## src/rtl/team_06_audio_pkg.sv

```systemverilog
// Shared definitions for the team_06 audio chain (volume shifter, PWM output
// stage and later audio stages).
package team_06_audio_pkg;

    localparam int AUDIO_W = 8;

    // Midscale of an unsigned sample: 50 % duty, which is silence after the RC filter.
    localparam logic [AUDIO_W-1:0] AUDIO_MIDSCALE = 8'd128;

    typedef logic [AUDIO_W-1:0] audio_sample_t;

endpackage

```

## src/rtl/team_06_sample_fifo.sv

```systemverilog
// Small synchronous sample FIFO with first-word-fall-through read data.
// full/empty come from a registered occupancy count, so neither depends
// combinationally on push or pop.
module team_06_sample_fifo
    import team_06_audio_pkg::*;
#(
    parameter int WIDTH = AUDIO_W,
    parameter int DEPTH = 2
) (
    input  logic             clk,
    input  logic             rst,
    input  logic             push,
    input  logic             pop,
    input  logic [WIDTH-1:0] din,
    output logic [WIDTH-1:0] dout,
    output logic             full,
    output logic             empty
);

    localparam int AW = $clog2(DEPTH);
    localparam logic [AW:0] FULL_CNT = (AW+1)'(DEPTH);

    logic [WIDTH-1:0] r_mem [DEPTH];
    logic [AW-1:0]    r_wr_ptr;
    logic [AW-1:0]    r_rd_ptr;
    logic [AW:0]      r_count;

    logic w_push;
    logic w_pop;

    // Push into a full FIFO and pop from an empty one are ignored.
    assign w_push = push & ~full;
    assign w_pop  = pop & ~empty;

    assign full  = (r_count == FULL_CNT);
    assign empty = (r_count == '0);
    assign dout  = r_mem[r_rd_ptr];

    // Sample storage; contents need no reset because the count marks them invalid.
    always_ff @(posedge clk) begin
        if (w_push) begin
            r_mem[r_wr_ptr] <= din;
        end
    end

    // Pointers and occupancy; DEPTH is a power of two so the pointers wrap naturally.
    always_ff @(posedge clk or posedge rst) begin
        if (rst) begin
            r_wr_ptr <= '0;
            r_rd_ptr <= '0;
            r_count  <= '0;
        end else begin
            if (w_push) begin
                r_wr_ptr <= r_wr_ptr + 1'b1;
            end
            if (w_pop) begin
                r_rd_ptr <= r_rd_ptr + 1'b1;
            end
            case ({w_push, w_pop})
                2'b10:   r_count <= r_count + 1'b1;
                2'b01:   r_count <= r_count - 1'b1;
                default: r_count <= r_count;
            endcase
        end
    end

endmodule

```

## src/rtl/team_06_pwm_audio_out.sv

```systemverilog
// PWM audio output stage: buffers volume-scaled samples in a small FIFO and
// plays one sample per PWM period on a single pin. When the FIFO is empty at
// a period wrap the last duty is repeated and a sticky underrun flag is set.
module team_06_pwm_audio_out
    import team_06_audio_pkg::*;
#(
    parameter int WIDTH      = AUDIO_W,
    parameter int PRESCALE   = 1,
    parameter int FIFO_DEPTH = 2
) (
    input  logic             clk,
    input  logic             rst,
    input  logic             enable,
    input  logic [WIDTH-1:0] sample_in,
    input  logic             sample_valid,
    output logic             sample_ready,
    input  logic             clear_underrun,
    output logic             pwm_out,
    output logic             period_done,
    output logic             underrun
);

    localparam int               PRE_W    = (PRESCALE > 1) ? $clog2(PRESCALE) : 1;
    localparam logic [PRE_W-1:0] PRE_MAX  = PRE_W'(PRESCALE - 1);
    localparam logic [WIDTH-1:0] DUTY_RST = {1'b1, {(WIDTH-1){1'b0}}};

    logic [PRE_W-1:0] r_pre_cnt;
    logic [WIDTH-1:0] r_cnt;
    logic [WIDTH-1:0] r_duty;
    logic             r_pwm;
    logic             r_period_done;
    logic             r_underrun;

    logic             w_tick;
    logic             w_wrap;
    logic             w_full;
    logic             w_empty;
    logic             w_push;
    logic             w_pop;
    logic [WIDTH-1:0] w_head;

    // Ready is held low during reset even though the cleared FIFO already reports not-full.
    assign sample_ready = ~w_full & ~rst;
    assign w_push       = sample_valid & sample_ready;

    assign w_tick = enable & (r_pre_cnt == PRE_MAX);
    assign w_wrap = w_tick & (r_cnt == {WIDTH{1'b1}});

    // Only a wrap that finds data pops; a push on the same wrap into an empty
    // FIFO is not bypassed and plays one period later.
    assign w_pop = w_wrap & ~w_empty;

    assign pwm_out     = r_pwm;
    assign period_done = r_period_done;
    assign underrun    = r_underrun;

    team_06_sample_fifo #(
        .WIDTH (WIDTH),
        .DEPTH (FIFO_DEPTH)
    ) u_fifo (
        .clk   (clk),
        .rst   (rst),
        .push  (w_push),
        .pop   (w_pop),
        .din   (sample_in),
        .dout  (w_head),
        .full  (w_full),
        .empty (w_empty)
    );

    // Prescaler and period counter; both are parked at 0 while disabled so a re-enable starts a fresh period.
    always_ff @(posedge clk or posedge rst) begin
        if (rst) begin
            r_pre_cnt <= '0;
            r_cnt     <= '0;
        end else if (!enable) begin
            r_pre_cnt <= '0;
            r_cnt     <= '0;
        end else if (w_tick) begin
            r_pre_cnt <= '0;
            r_cnt     <= r_cnt + 1'b1;
        end else begin
            r_pre_cnt <= r_pre_cnt + 1'b1;
        end
    end

    // Duty register: loaded from the FIFO head at each wrap that finds a sample, otherwise held.
    always_ff @(posedge clk or posedge rst) begin
        if (rst) begin
            r_duty <= DUTY_RST;
        end else if (w_pop) begin
            r_duty <= w_head;
        end
    end

    // Registered compare and wrap pulse; pwm_out lags the counter by one clock.
    always_ff @(posedge clk or posedge rst) begin
        if (rst) begin
            r_pwm         <= 1'b0;
            r_period_done <= 1'b0;
        end else begin
            r_pwm         <= enable & (r_cnt < r_duty);
            r_period_done <= w_wrap;
        end
    end

    // Sticky underrun; a starving wrap in the same cycle overrides a clear request.
    always_ff @(posedge clk or posedge rst) begin
        if (rst) begin
            r_underrun <= 1'b0;
        end else if (w_wrap & w_empty) begin
            r_underrun <= 1'b1;
        end else if (clear_underrun) begin
            r_underrun <= 1'b0;
        end
    end

endmodule

```

## config.mk

```make
export PLATFORM = sky130hd
export DESIGN_NAME = team_06_pwm_audio_out
export DESIGN_NICKNAME = d
export VERILOG_FILES = /design/src/rtl/team_06_audio_pkg.sv /design/src/rtl/team_06_sample_fifo.sv /design/src/rtl/team_06_pwm_audio_out.sv
export SDC_FILE = /design/constraint.sdc
export NUM_CORES = 1
export LEC_CHECK = 0
export BUFFER_PORTS_ARGS = -buffer_cell sky130_fd_sc_hd__buf_2
export CAP_MARGIN = 15
export CELL_PAD_IN_SITES_DETAIL_PLACEMENT = 1
export CELL_PAD_IN_SITES_GLOBAL_PLACEMENT = 2
export CORE_MARGIN = 10
export CORE_UTILIZATION = 40
export DETAILED_ROUTE_END_ITERATION = 7
export PLACE_DENSITY_LB_ADDON = 0.1
export SLEW_MARGIN = 10
export SYNTH_ARGS = -nofsm -noshare
export SYNTH_HDL_FRONTEND = slang
export SYNTH_SLANG_ARGS = --single-unit
```

## constraint.sdc

```tcl
create_clock -name clk -period 2.5 [get_ports clk]
set_clock_uncertainty 0.2 [all_clocks]
set_input_delay 0.25 -clock clk [delete_from_list [all_inputs] [get_ports clk]]
set_output_delay 0.25 -clock clk [all_outputs]
set_load 0.01 [all_outputs]
```

* Yosys cells after proc, flatten, opt, wreduce, memory -nomap -nowiden
Memory sizes are Yosys's and may differ from the RTL's. A register that Yosys moved wholly into a read port is not among the register bits.
Index checks and enable logic that the tools add are counted.
** Storage, ports and cells
- Bits in registers :: 16
- Memory bits (writable) :: 16
- Bits of input ports :: 13
- Output and inout bits :: 4
- Logic and storage cells :: 46
- Memories :: 1
** Cells by class
- Add/subtract/negate cells :: 6
- Order comparisons :: 1
- Equality and inequality tests :: 5
- Multiplexer cells :: 9
- Bitwise operators :: 13
- Reductions and logical operators :: 3
** Memories
- u_fifo.r_mem :: depth 2, width 8, read ports 1, clocked after memory_dff 1, wr ports 1, RTL line team_06_sample_fifo.sv:23 : logic [WIDTH-1:0] r_mem [DEPTH];
** Operators with widths (number)
- 8-bit 2-to-1 mux :: 2
- 1-bit bitwise AND :: 9
- 8-bit by 1-bit adder with 8-bit output, second input constant :: 1
- 8-bit equality test, second input constant :: 1
- 8-bit less-than comparator :: 1
- 1-bit 2-to-1 mux :: 6
- 2-bit equality test, second input constant :: 2
- 1-bit NOT :: 4
- 2-bit one-hot mux with 2 select lines :: 1
- 2-bit nonzero test :: 2
- 1-bit adder, second input constant :: 3
- 2-bit by 1-bit adder with 2-bit output, second input constant :: 1
- 2-bit by 1-bit equality test with 1-bit output, second input constant :: 1
- 2-bit zero test :: 1
- 2-bit by 1-bit inequality test with 1-bit output, second input constant :: 1
- 2-bit by 1-bit subtractor with 2-bit output, second input constant :: 1

* Longest topological paths before layout
Gate-level depths: netlist of run 1.
- Depth after elaboration :: 7
- Depth in mapped cells :: 8
- Gate-level depth less buffers :: 7

* Hierarchy
Synthesis of run 1 repeated with hierarchy kept, for this count alone.
** Second synthesis, totals
- Cell total of the unflattened synthesis :: 131
- Area, all modules :: 1785.5 um^2
** By module, submodules not included
- team_06_pwm_audio_out :: times used 1, cells an instance 87, area an instance 1007.2 um^2, seq. area each 501.7 um^2
- team_06_sample_fifo :: times used 1, cells an instance 44, area an instance 778.2 um^2, seq. area each 580.6 um^2

* Worst setup path before layout of run 1
Ideal clock, no wire load.
- Path type :: input to register
- From :: in rst
- To :: mem u_fifo.r_mem[0][0] (netlist name), enable pin
- Setup time :: 0.371 ns
- Arrival :: 1.507 ns
- Required time :: 1.929 ns
- Slack :: 0.422 ns
- Stages :: 3
- Buffers on the path :: 0
- Path through :: inv_1 o211ai_1 nor2_1
** Between the ends
- Longest elaborated chain between the ends :: 6
** Ends and longest elaborated chain
- start, declared :: RTL line team_06_pwm_audio_out.sv:12 : input logic rst,
- 1-bit NOT :: RTL line team_06_pwm_audio_out.sv:43 : assign sample_ready = ~w_full & ~rst;
- 1-bit bitwise AND :: RTL line team_06_pwm_audio_out.sv:43
- 1-bit bitwise AND :: RTL line team_06_pwm_audio_out.sv:44 : assign w_push = sample_valid & sample_ready;
- 1-bit bitwise AND :: RTL line team_06_sample_fifo.sv:32 : assign w_push = push & ~full;
- 1-bit 2-to-1 mux :: RTL line team_06_sample_fifo.sv:41 : if (w_push) begin
- 1-bit 2-to-1 mux (not written as such) :: RTL line team_06_sample_fifo.sv:42 : r_mem[r_wr_ptr] <= din;
- end, declared :: RTL line team_06_sample_fifo.sv:23
No other way between the ends.

* Final worst setup path of run 1
Same ends and word-level chain as after synthesis.

==> flow_summary.yaml, run 1 <==
clocking:
  cts_root_buffer: "clkbuf_8"
  numCtsBuffers: 5
  cts_buffer_depth: 2
  post_cts.resized_instances: 0
  cts_tree: "yes"
  worstSkewPairLatency_ps: 290
  postCtsSetupBuffers: 0
  clkSlewWorstSetupHoldPaths_ps: 70
  htreeDepth: 2
  cts_sinks: 40
global_route:
  overflow: 0
  grt_max_degree: 14
  busiest_layer: "met2"
  grt_util_met2_pct: 16.0
  track_usage_pct: 9.70
  grt_pass1_vias: 1229
  grt_pass1_wl_um: 5710
  globalRouteMet1Util_pct: 11.4
  grt.met3_usage_pct: 2.63
  antenna_found_initial: 0
cells_and_area:
  diodes: 0
  final_common_cell: "dfrtp_1"
  regArea_sq_um: 1080
  drive_gt1_share_pct: 20.9
  mostFrequentLayoutCells: "dfrtp_1 (23), buf_2 (16), edfxtp_1 (16), mux2i_1 (15), inv_1 (10)"
  syn_to_final_growth_pct: 20.0
  final_util_pct: 49.2
  final.fill_count: 470
  multiInputGateArea_sq_um: 628
  final_nets: 184
  fin_area_sq_um: 2130
synthesis:
  synth_cell_types: 35
  synth_cells: 128
  yosys_warnings: 0
  synth_edf_count: 16
  synth_flop_cell: "dfrtp_1"
  ys_seq_area_share_pct: 61.0
  syn_avg_cell_area_sq_um: 13.9
  yosysTopAreaCell: "dfrtp_1"
  synth_top_area_share_pct: 32.4
  synth-async-reset-ratio_pct: 60.0
  yosys-top-cells-area: "dfrtp_1 (32%), edfxtp_1 (27%), mux2i_1 (8.5%)"
  syn_area_sq_um: 1770
  ys_seq_elements: 40
  synth_nets: 150
critical_path:
  crit_path_start_kind: "input pin"
  critPathTopFamily: "buffers and inverters"
  cp.buffers_inverters: 3
  max_stage_delay_ps: 560
  worstPathCellList: "dlygate4sd3_1 -> buf_2 -> inv_1 -> o211ai_1 -> nor2_1"
  critPathCaptureType: "flop"
  slowest_stage: "nor2_1"
  required_ps: 2230
  crit_type: "input pin to flop"
  arrival_ps: 1800
  cp_max_fo: 8
drt:
  via_per_inst: 5.02
  drc: 0
  drt_iter0_markers: 26
  ant_nets: 0
  post_drt_wl_per_cell_um: 15.9
  drtPass1Iterations: 4
  vias: 1080
  routed_wl_um: 3430
floorplanning:
  num_rows: 24
  coreArea_sq_um: 4320
  dieWidth_um: 86.6
  die_y_um: 86.6
  start_util_pct: 41.0
  io_pins: 17
  floorplan.die_area_sq_um: 7500
placed_design:
  placed_area_sq_um: 1930
  gp_congestion: 0.764
  dp_hpwl_um: 2640
  numPortBuffers: 16
power:
  p_leak_nw: 0.975
  cellPowerDensity_nw_per_um2: 686
  vdd_drop_max_v: 0.000436
  p_total_mw: 1.46
sta:
  setup_tns_ps: 0
  fmax_mhz: 483
  hold_ws_ps: 68.2
  tightestPinTransition_ps: 668
  worst_slew_margin_rel_pct: 55.3
  rsz0062_at_grt: "false"
  min_period_over_period_pct: 82.8
  timing.final.crit_period_ps: 2070
  finalSetupViolCount: 0
  final-hold-violation-count: 0
  slew_violations: 0
outcome:
  status: "finished clean"
job:
  maxCapViolations: 0
min_path:
  hold_path.class: "input pin to flop"
## per-stage QoR
step,std cells,setup slack (ps)
finish,215,429
global route,215,298
CTS,215,372
detailed placement,198,472
global placement,198,545
floorplan,128,422
## layer usage
metal  part of all wire, %  vias to the layer above  wire (um)
li1                      -                      524          -
met1                    45                      532       1530
met2                    50                       16       1720
met3                   3.2                        8        111
met4                   1.9                        0         65
met5                     0                        -          0
## Yosys cell counts, drive strengths merged, types with 2 or more instances
cell type and instances:
xnor2 5, nand2 2, o21ai 4, a21oi 4, ha 9, mux2i 15
edfxtp 16, mux2 2, or3 3, o211ai 2, buf 2, inv 10
dfrtp 23, nand4b 2, xor2 4, nor2 8
## state kept, by name, summed over array words and instances, names as in the netlist
signal           count
period_done          1
pwm_out              1
r_cnt                8
r_duty               8
r_pre_cnt            1
u_fifo.r_count       2
u_fifo.r_mem        16
u_fifo.r_rd_ptr      1
u_fifo.r_wr_ptr      1
underrun             1
## cells by family after synthesis
family / count (synthesis) / synth area share (%)
flops: 40 / 61.0
simple gates: 24 / 8.89
mux: 17 / 9.94
compound gates: 15 / 5.57
buf+inv: 13 / 3.60
fa+ha+maj: 9 / 6.35
xor+xnor: 9 / 4.44
other cells: 1 / 0.211
## power by group
group	total, mW	switching, mW	internal, mW
logic	0.155	0.0840	0.0712
registers	0.787	0.0380	0.749
clock network	0.518	0.223	0.296
total	1.46	0.345	1.12
## repair_timing
item / 4_1_cts / 5_1_grt
hold buffers: 9 / 0
endpoints found under the setup margin: 0 / 0
hold endpoints to repair: 39 / 0
## layout make-up
cell class / count / share of cell area (%)
clock buffer: 5 / 3.23
clock inverter: 3 / 2.00
inverter: 11 / 1.94
multi-input combinational: 75 / 29.5
sequential: 40 / 50.9
tap: 52 / 3.06
timing repair buffer: 29 / 9.41
## path summary, 6_finish.rpt
check / start / slack, ps / endpoint / cells past startpoint
max reg2reg: r_cnt[0] / 510 / r_duty[0] / 5
min reg2reg: r_duty[7] / 300 / r_duty[7] / 2
min: clear_underrun / 70 / underrun / 3
max: rst / 430 / u_fifo.r_mem[0][0] / 5
max in group asynchronous: rst / 1420 / r_duty[7] / 4
min in group asynchronous: rst / 190 / u_fifo.r_count[0] / 3
## worst reg2reg max path: stages, from the launching register on
cell and delay, ps:
dfrtp_1 410, ha_1 260, nand3b_4 110, nor4_2 330, buf_4 260, mux2_4 320
Note: power is estimated with default switching activity, not from simulation.
==> run 2: changes to the inputs <==
--- a/config.mk
+++ b/config.mk
@@ -10,7 +10,7 @@
 export CELL_PAD_IN_SITES_DETAIL_PLACEMENT = 1
 export CELL_PAD_IN_SITES_GLOBAL_PLACEMENT = 2
 export CORE_MARGIN = 10
-export CORE_UTILIZATION = 40
+export CORE_UTILIZATION = 37
 export DETAILED_ROUTE_END_ITERATION = 7
 export PLACE_DENSITY_LB_ADDON = 0.1
 export SLEW_MARGIN = 10
==> constraint.sdc (replaced) <==
create_clock -name clk -period 1.81 [get_ports clk]
set_clock_uncertainty 0.2 [all_clocks]
set_input_delay 0.181 -clock clk [delete_from_list [all_inputs] [get_ports clk]]
set_output_delay 0.181 -clock clk [all_outputs]
set_load 0.01 [all_outputs]
==> run 2 against run 1 <==
  * Via count grew 4.9%
  * Combinational power grew 72%
  * Setup slack lost 400 ps
  * Utilization shrank 1.2 points
  * Critical path depth shrank 2
  * Clock power grew 6.8%
  * Sequential cell count is the same
  * Hold slack lost 24 ps
  * Final area grew 5.8%
  * Largest power group unchanged
  * Highest routed layer unchanged
==> flow_summary.yaml, run 2 (synthesis results as in run 1) <==
outcome:
  status: "finished clean"
critical_path:
  rr_worst_depth: 3
  reg2reg_to: "u_fifo.r_mem[0][4]"
  rr_startpoint: "u_fifo.r_count[1]"
  arrival_ps: 1500
  r2r_slack_ps: 30
  cp_max_fo: 8
  required_ps: 1530
  critPathCaptureType: "flop"
  crit_start: "u_fifo.r_count[1]"
  crit_path_start_kind: "flop"
  crit_type: "flop to flop"
power:
  cellPowerDensity_nw_per_um2: 842
  power.internal_mw: 1.43
  p_switching_mw: 0.466
  power_frac_comb_pct: 14.1
  swShare_pct: 24.6
  seqPwrFrac_pct: 56.7
  power.clock.fraction_pct: 29.2
  vdd_drop_max_v: 0.000538
  p_leak_nw: 1.03
min_path:
  hold_path_depth: 3
  hold_end: "period_done"
  hp-start: "enable"
  hold_path.class: "input pin to flop"
sta:
  worst_slew_margin_rel_pct: 55.9
  hold_ws_ps: 44.6
  finalSetupViolCount: 0
  slew_violations: 0
  final-hold-violation-count: 0
  fmax_mhz: 562
  min_period_over_period_pct: 98.3
  rsz0062_at_grt: "true"
  tightestPinTransition_ps: 659
  timing.final.crit_period_ps: 1780
cells_and_area:
  final.fill_count: 491
  syn_to_final_growth_pct: 26.9
  top_register: "u_fifo.r_mem"
  final_common_cell: "dfrtp_1"
  diodes: 0
  fin_area_sq_um: 2250
  largest_reg_flops: 16
  drive_gt1_share_pct: 28.7
  final_nets: 199
  mostFrequentLayoutCells: "dfrtp_1 (22), buf_4 (17), buf_2 (16), edfxtp_1 (16), mux2i_1 (15)"
  reg.largest.list: "u_fifo.r_mem: 16 flops, r_cnt: 8 flops, r_duty: 8 flops"
global_route:
  grt_pass1_vias: 1245
  grt_max_degree: 24
  track_usage_pct: 10.5
  antenna_found_initial: 0
  grt_pass1_wl_um: 6250
  overflow: 0
drt:
  post_drt_wl_per_cell_um: 15.6
  ant_nets: 0
  vias: 1133
  drc: 0
  via_per_inst: 4.88
  drt_iter0_markers: 28
  drtPass1Iterations: 3
  routed_wl_um: 3630
floorplanning:
  dieWidth_um: 89.2
  start_util_pct: 37.8
  num_rows: 25
  coreArea_sq_um: 4690
  floorplan.die_area_sq_um: 7960
  die_y_um: 89.2
  io_pins: 17
clocking:
  clkSlewWorstSetupHoldPaths_ps: 70
  cts_buffer_depth: 2
  worstSkewPairLatency_ps: 280
  numCtsBuffers: 5
  cts_tree: "yes"
  cts_root_buffer: "clkbuf_8"
  htreeDepth: 2
  cts_sinks: 40
placed_design:
  gp_congestion: 0.821
  numPortBuffers: 16
  dp_hpwl_um: 2750
  placed_area_sq_um: 2030
job:
  maxCapViolations: 0
[run 2: changes by cell type in the layout (fill, tap and decap cells not counted), sizes merged]
cell,change
dlygate4sd3,+1
clkinv,-1
clkinvlp,+1
bufinv,-1
buf,+14
inv,-1
clkbuf,+2
[run 2: per-stage QoR]
step,util (%),setup slack (ps),setup TNS [ps],power (mW),std cells
CTS,47.0,11.5,0,1.92,227
floorplan,-,20.2,0,1.25,128
global placement,43.2,37.8,0,1.33,209
finish,48.0,31.6,0,1.90,232
global route,48.0,-69.0,-596,2.01,232
detailed placement,43.2,-3.07,-3.07,1.35,209
[run 2: layer usage]
| layer | wire (um) | share of wire (%) | up-vias | track usage (%) |
|---|---|---|---|---|
| li1 | - | - | 549 | - |
| met1 | 1530 | 42 | 565 | 11.4 |
| met2 | 1890 | 52 | 14 | 18.1 |
| met3 | 150 | 4.1 | 5 | 3.74 |
| met4 | 59 | 1.6 | 0 | 4.34 |
| met5 | 0 | 0 | - | 0 |
[run 2: worst max path at each step]
stage	endpoint	cells after the start
after floorplan	u_fifo.r_count[1]	7
after global placement	pwm_out	4
after detailed placement	pwm_out	4
after CTS	r_duty[0]	5
after global routing	u_fifo.r_count[1]	6
final	u_fifo.r_mem[0][4]	3
[run 2: worst max-delay path, stage by stage, from the launching register on]
cell,delay (ps)
dfrtp_1,380
inv_1,110
o211ai_1,160
nor2_1,550
[run 2: cell type report]
type                    count  area [sq um]  area share (%)
repair buffers             44           319            14.2
inverters                  11          45.0            2.00
well taps                  54          67.6            3.00
clock inverters             1          3.75           0.167
flip-flops and latches     40          1080            48.1
multi-input cells          75           656            29.1
clock buffers               7          76.3            3.39
[run 2: what timing repair did]
action                     4_1_cts  5_1_grt
buffers inserted                 0        5
setup endpoints to repair        1       12
hold endpoints to repair        40        0
pin swaps                        1        0
hold buffers                    10        0
cloned                           0        0
resized for setup                0        3
[run 2: power groups by stage]
stage	combinational [mW]	sequential, mW	clock, mW
3_3_place_gp	0.244	1.09	0
4_1_cts	0.272	1.08	0.572
5_1_grt	0.299	1.09	0.624
6_report	0.267	1.08	0.553
3_5_place_dp	0.255	1.10	0
2_1_floorplan	0.151	1.09	0
==> run 3: changes to the inputs <==
--- a/config.mk
+++ b/config.mk
@@ -7,12 +7,10 @@
 export LEC_CHECK = 0
 export BUFFER_PORTS_ARGS = -buffer_cell sky130_fd_sc_hd__buf_2
 export CAP_MARGIN = 15
-export CELL_PAD_IN_SITES_DETAIL_PLACEMENT = 1
-export CELL_PAD_IN_SITES_GLOBAL_PLACEMENT = 2
 export CORE_MARGIN = 10
-export CORE_UTILIZATION = 37
+export CORE_UTILIZATION = 49
 export DETAILED_ROUTE_END_ITERATION = 7
-export PLACE_DENSITY_LB_ADDON = 0.1
+export PLACE_DENSITY = 0.68
 export SLEW_MARGIN = 10
 export SYNTH_ARGS = -nofsm -noshare
 export SYNTH_HDL_FRONTEND = slang
==> constraint.sdc (replaced) <==
create_clock -name clk -period 2.2 [get_ports clk]
set_clock_uncertainty 0.2 [all_clocks]
set_input_delay 0.22 -clock clk [delete_from_list [all_inputs] [get_ports clk]]
set_output_delay 0.22 -clock clk [all_outputs]
set_load 0.01 [all_outputs]
==> run 3 against run 2 <==
  * Sequential share of layout area is 3.1 points higher
  * Sequential power is 17% lower
  * Critical endpoint is now u_fifo.r_count[1]
  * Largest cell class unchanged
  * Power is 19% lower
  * Setup slack better by 190 ps
  * Final area is 6.1% lower
  * Clock power is 16% lower
  * Hold slack better by 20 ps
  * Combinational power is 32% lower
  * Largest power group unchanged
  * First-iteration DRC count is 79% higher
  * Count of clock-buffer cells in the layout is 1 lower
  * Die area is 19% lower
  * Fmax is 9.9% lower
  * Highest routed layer unchanged
==> flow_summary.yaml, run 3 (synthesis results as in run 1) <==
outcome:
  status: "finished clean"
critical_path:
  reg2reg_to: "u_fifo.r_count[1]"
  r2r_slack_ps: 230
  required_ps: 2260
  crit_start: "r_cnt[0]"
  cp_max_fo: 4
  arrival_ps: 2040
  rr_startpoint: "r_cnt[0]"
  crit_path_start_kind: "flop"
  rr_worst_depth: 6
  critPathCaptureType: "flop"
  crit_type: "flop to flop"
clocking:
  cts_tree: "yes"
  cts_root_buffer: "clkbuf_4"
  cts_sinks: 40
  numCtsBuffers: 5
  clkSlewWorstSetupHoldPaths_ps: 110
  post_cts.resized_instances: 0
  worstSkewPairLatency_ps: 340
  htreeDepth: 2
  cts_buffer_depth: 2
  postCtsSetupBuffers: 0
placed_design:
  numPortBuffers: 16
  dp_hpwl_um: 2360
  gp_congestion: 0.804
  place_ws_ps: 212
  placed_area_sq_um: 1930
  dp_cells: 193
global_route:
  grt_max_degree: 13
  grt_pass1_wl_um: 5060
  track_usage_pct: 10.1
  overflow: 0
  antenna_found_initial: 0
  grt_pass1_vias: 1094
drt:
  drc: 0
  via_per_inst: 5.14
  drt_iter0_markers: 50
  drtPass1Iterations: 4
  vias: 1089
  post_drt_wl_per_cell_um: 14.6
  routed_wl_um: 3100
  ant_nets: 0
sta:
  rsz0062_at_grt: "false"
  fin_ws_ps: 226
  fmax_mhz: 506
  final-hold-violation-count: 0
  finalSetupViolCount: 0
  min_period_over_period_pct: 89.7
  timing.final.crit_period_ps: 1970
  hold_ws_ps: 64.3
  slew_violations: 0
  setup_tns_ps: 0
min_path:
  hold_path_depth: 3
  hold_path.class: "input pin to flop"
  hold_end: "u_fifo.r_wr_ptr"
  hp-start: "sample_valid"
cells_and_area:
  final.fill_count: 279
  final_common_cell: "dfrtp_1"
  final_util_pct: 61.9
  reg.largest.list: "u_fifo.r_mem: 16 flops, r_cnt: 8 flops, r_duty: 8 flops"
  mostFrequentLayoutCells: "dfrtp_1 (23), buf_2 (16), edfxtp_1 (16), mux2i_1 (15), dlygate4sd3_1 (11)"
  syn_to_final_growth_pct: 19.1
  top_register: "u_fifo.r_mem"
  largest_reg_flops: 16
  instances_no_fill: 212
  fin_area_sq_um: 2110
  drive_gt1_share_pct: 21.1
  final_nets: 187
  diodes: 0
floorplanning:
  num_rows: 21
  floorplan.die_area_sq_um: 6430
  start_util_pct: 51.9
  io_pins: 17
  coreArea_sq_um: 3420
  die_y_um: 80.2
  dieWidth_um: 80.2
power:
  cellPowerDensity_nw_per_um2: 730
  p_total_mw: 1.54
  p_leak_nw: 0.975
  vdd_drop_max_v: 0.000426
job:
  maxCapViolations: 0
-- run 3: cell count changes in the layout (fill, tap and decap cells not counted), sizes merged --
| cell | previous run | this run |
|---|---|---|
| dlygate4sd3 | 10 | 11 |
| inv | 9 | 10 |
| clkinvlp | 1 | 0 |
| bufinv | 0 | 1 |
| buf | 34 | 21 |
| clkbuf | 7 | 6 |
-- run 3: metal layers --
layer / up-vias / global-route usage, % / wire length, um
met5: - / 0 / 0
met4: 0 / 3.70 / 44
met3: 7 / 3.90 / 142
met2: 20 / 15.8 / 1510
met1: 534 / 12.3 / 1400
li1: 528 / - / -
-- run 3: power breakdown --
group | switching [mW] | internal [mW] | total, mW | leakage (nW)
clock | 0.228 | 0.238 | 0.467 | 0.0422
combinational | 0.0950 | 0.0874 | 0.182 | 0.499
sequential | 0.0440 | 0.850 | 0.894 | 0.433
-- run 3: cell type report --
type	count	area, sq um	share of cell area, %
tap	46	57.6	2.72
inverter	11	41.3	1.95
clock inverter	2	35.0	1.66
sequential	40	1080	51.2
timing repair buffer	32	228	10.8
clock buffer	6	41.3	1.95
multi-input combinational	75	628	29.7
-- run 3: critical path: stages, from the launching register on --
cell and delay, ps:
dfrtp_1 420, ha_1 250, nand3b_4 110, nor4_2 330, ha_1 310, nor2_1 150
xnor2_1 130
-- run 3: repair_timing --
action,4_1_cts,5_1_grt
endpoints found under the setup margin,0,0
hold buffers,11,0
endpoints found under the hold margin,42,0
-- run 3: worst max-delay path by stage --
stage / to / slack (ps) / depth (start not counted)
6_report: u_fifo.r_count[1] / 230 / 6
5_1_grt: u_fifo.r_count[1] / 80 / 6
2_1_floorplan: u_fifo.r_mem[0][0] / 150 / 3
4_1_cts: u_fifo.r_count[1] / 190 / 6
3_3_place_gp: r_duty[0] / 260 / 5
3_5_place_dp: r_duty[0] / 210 / 5
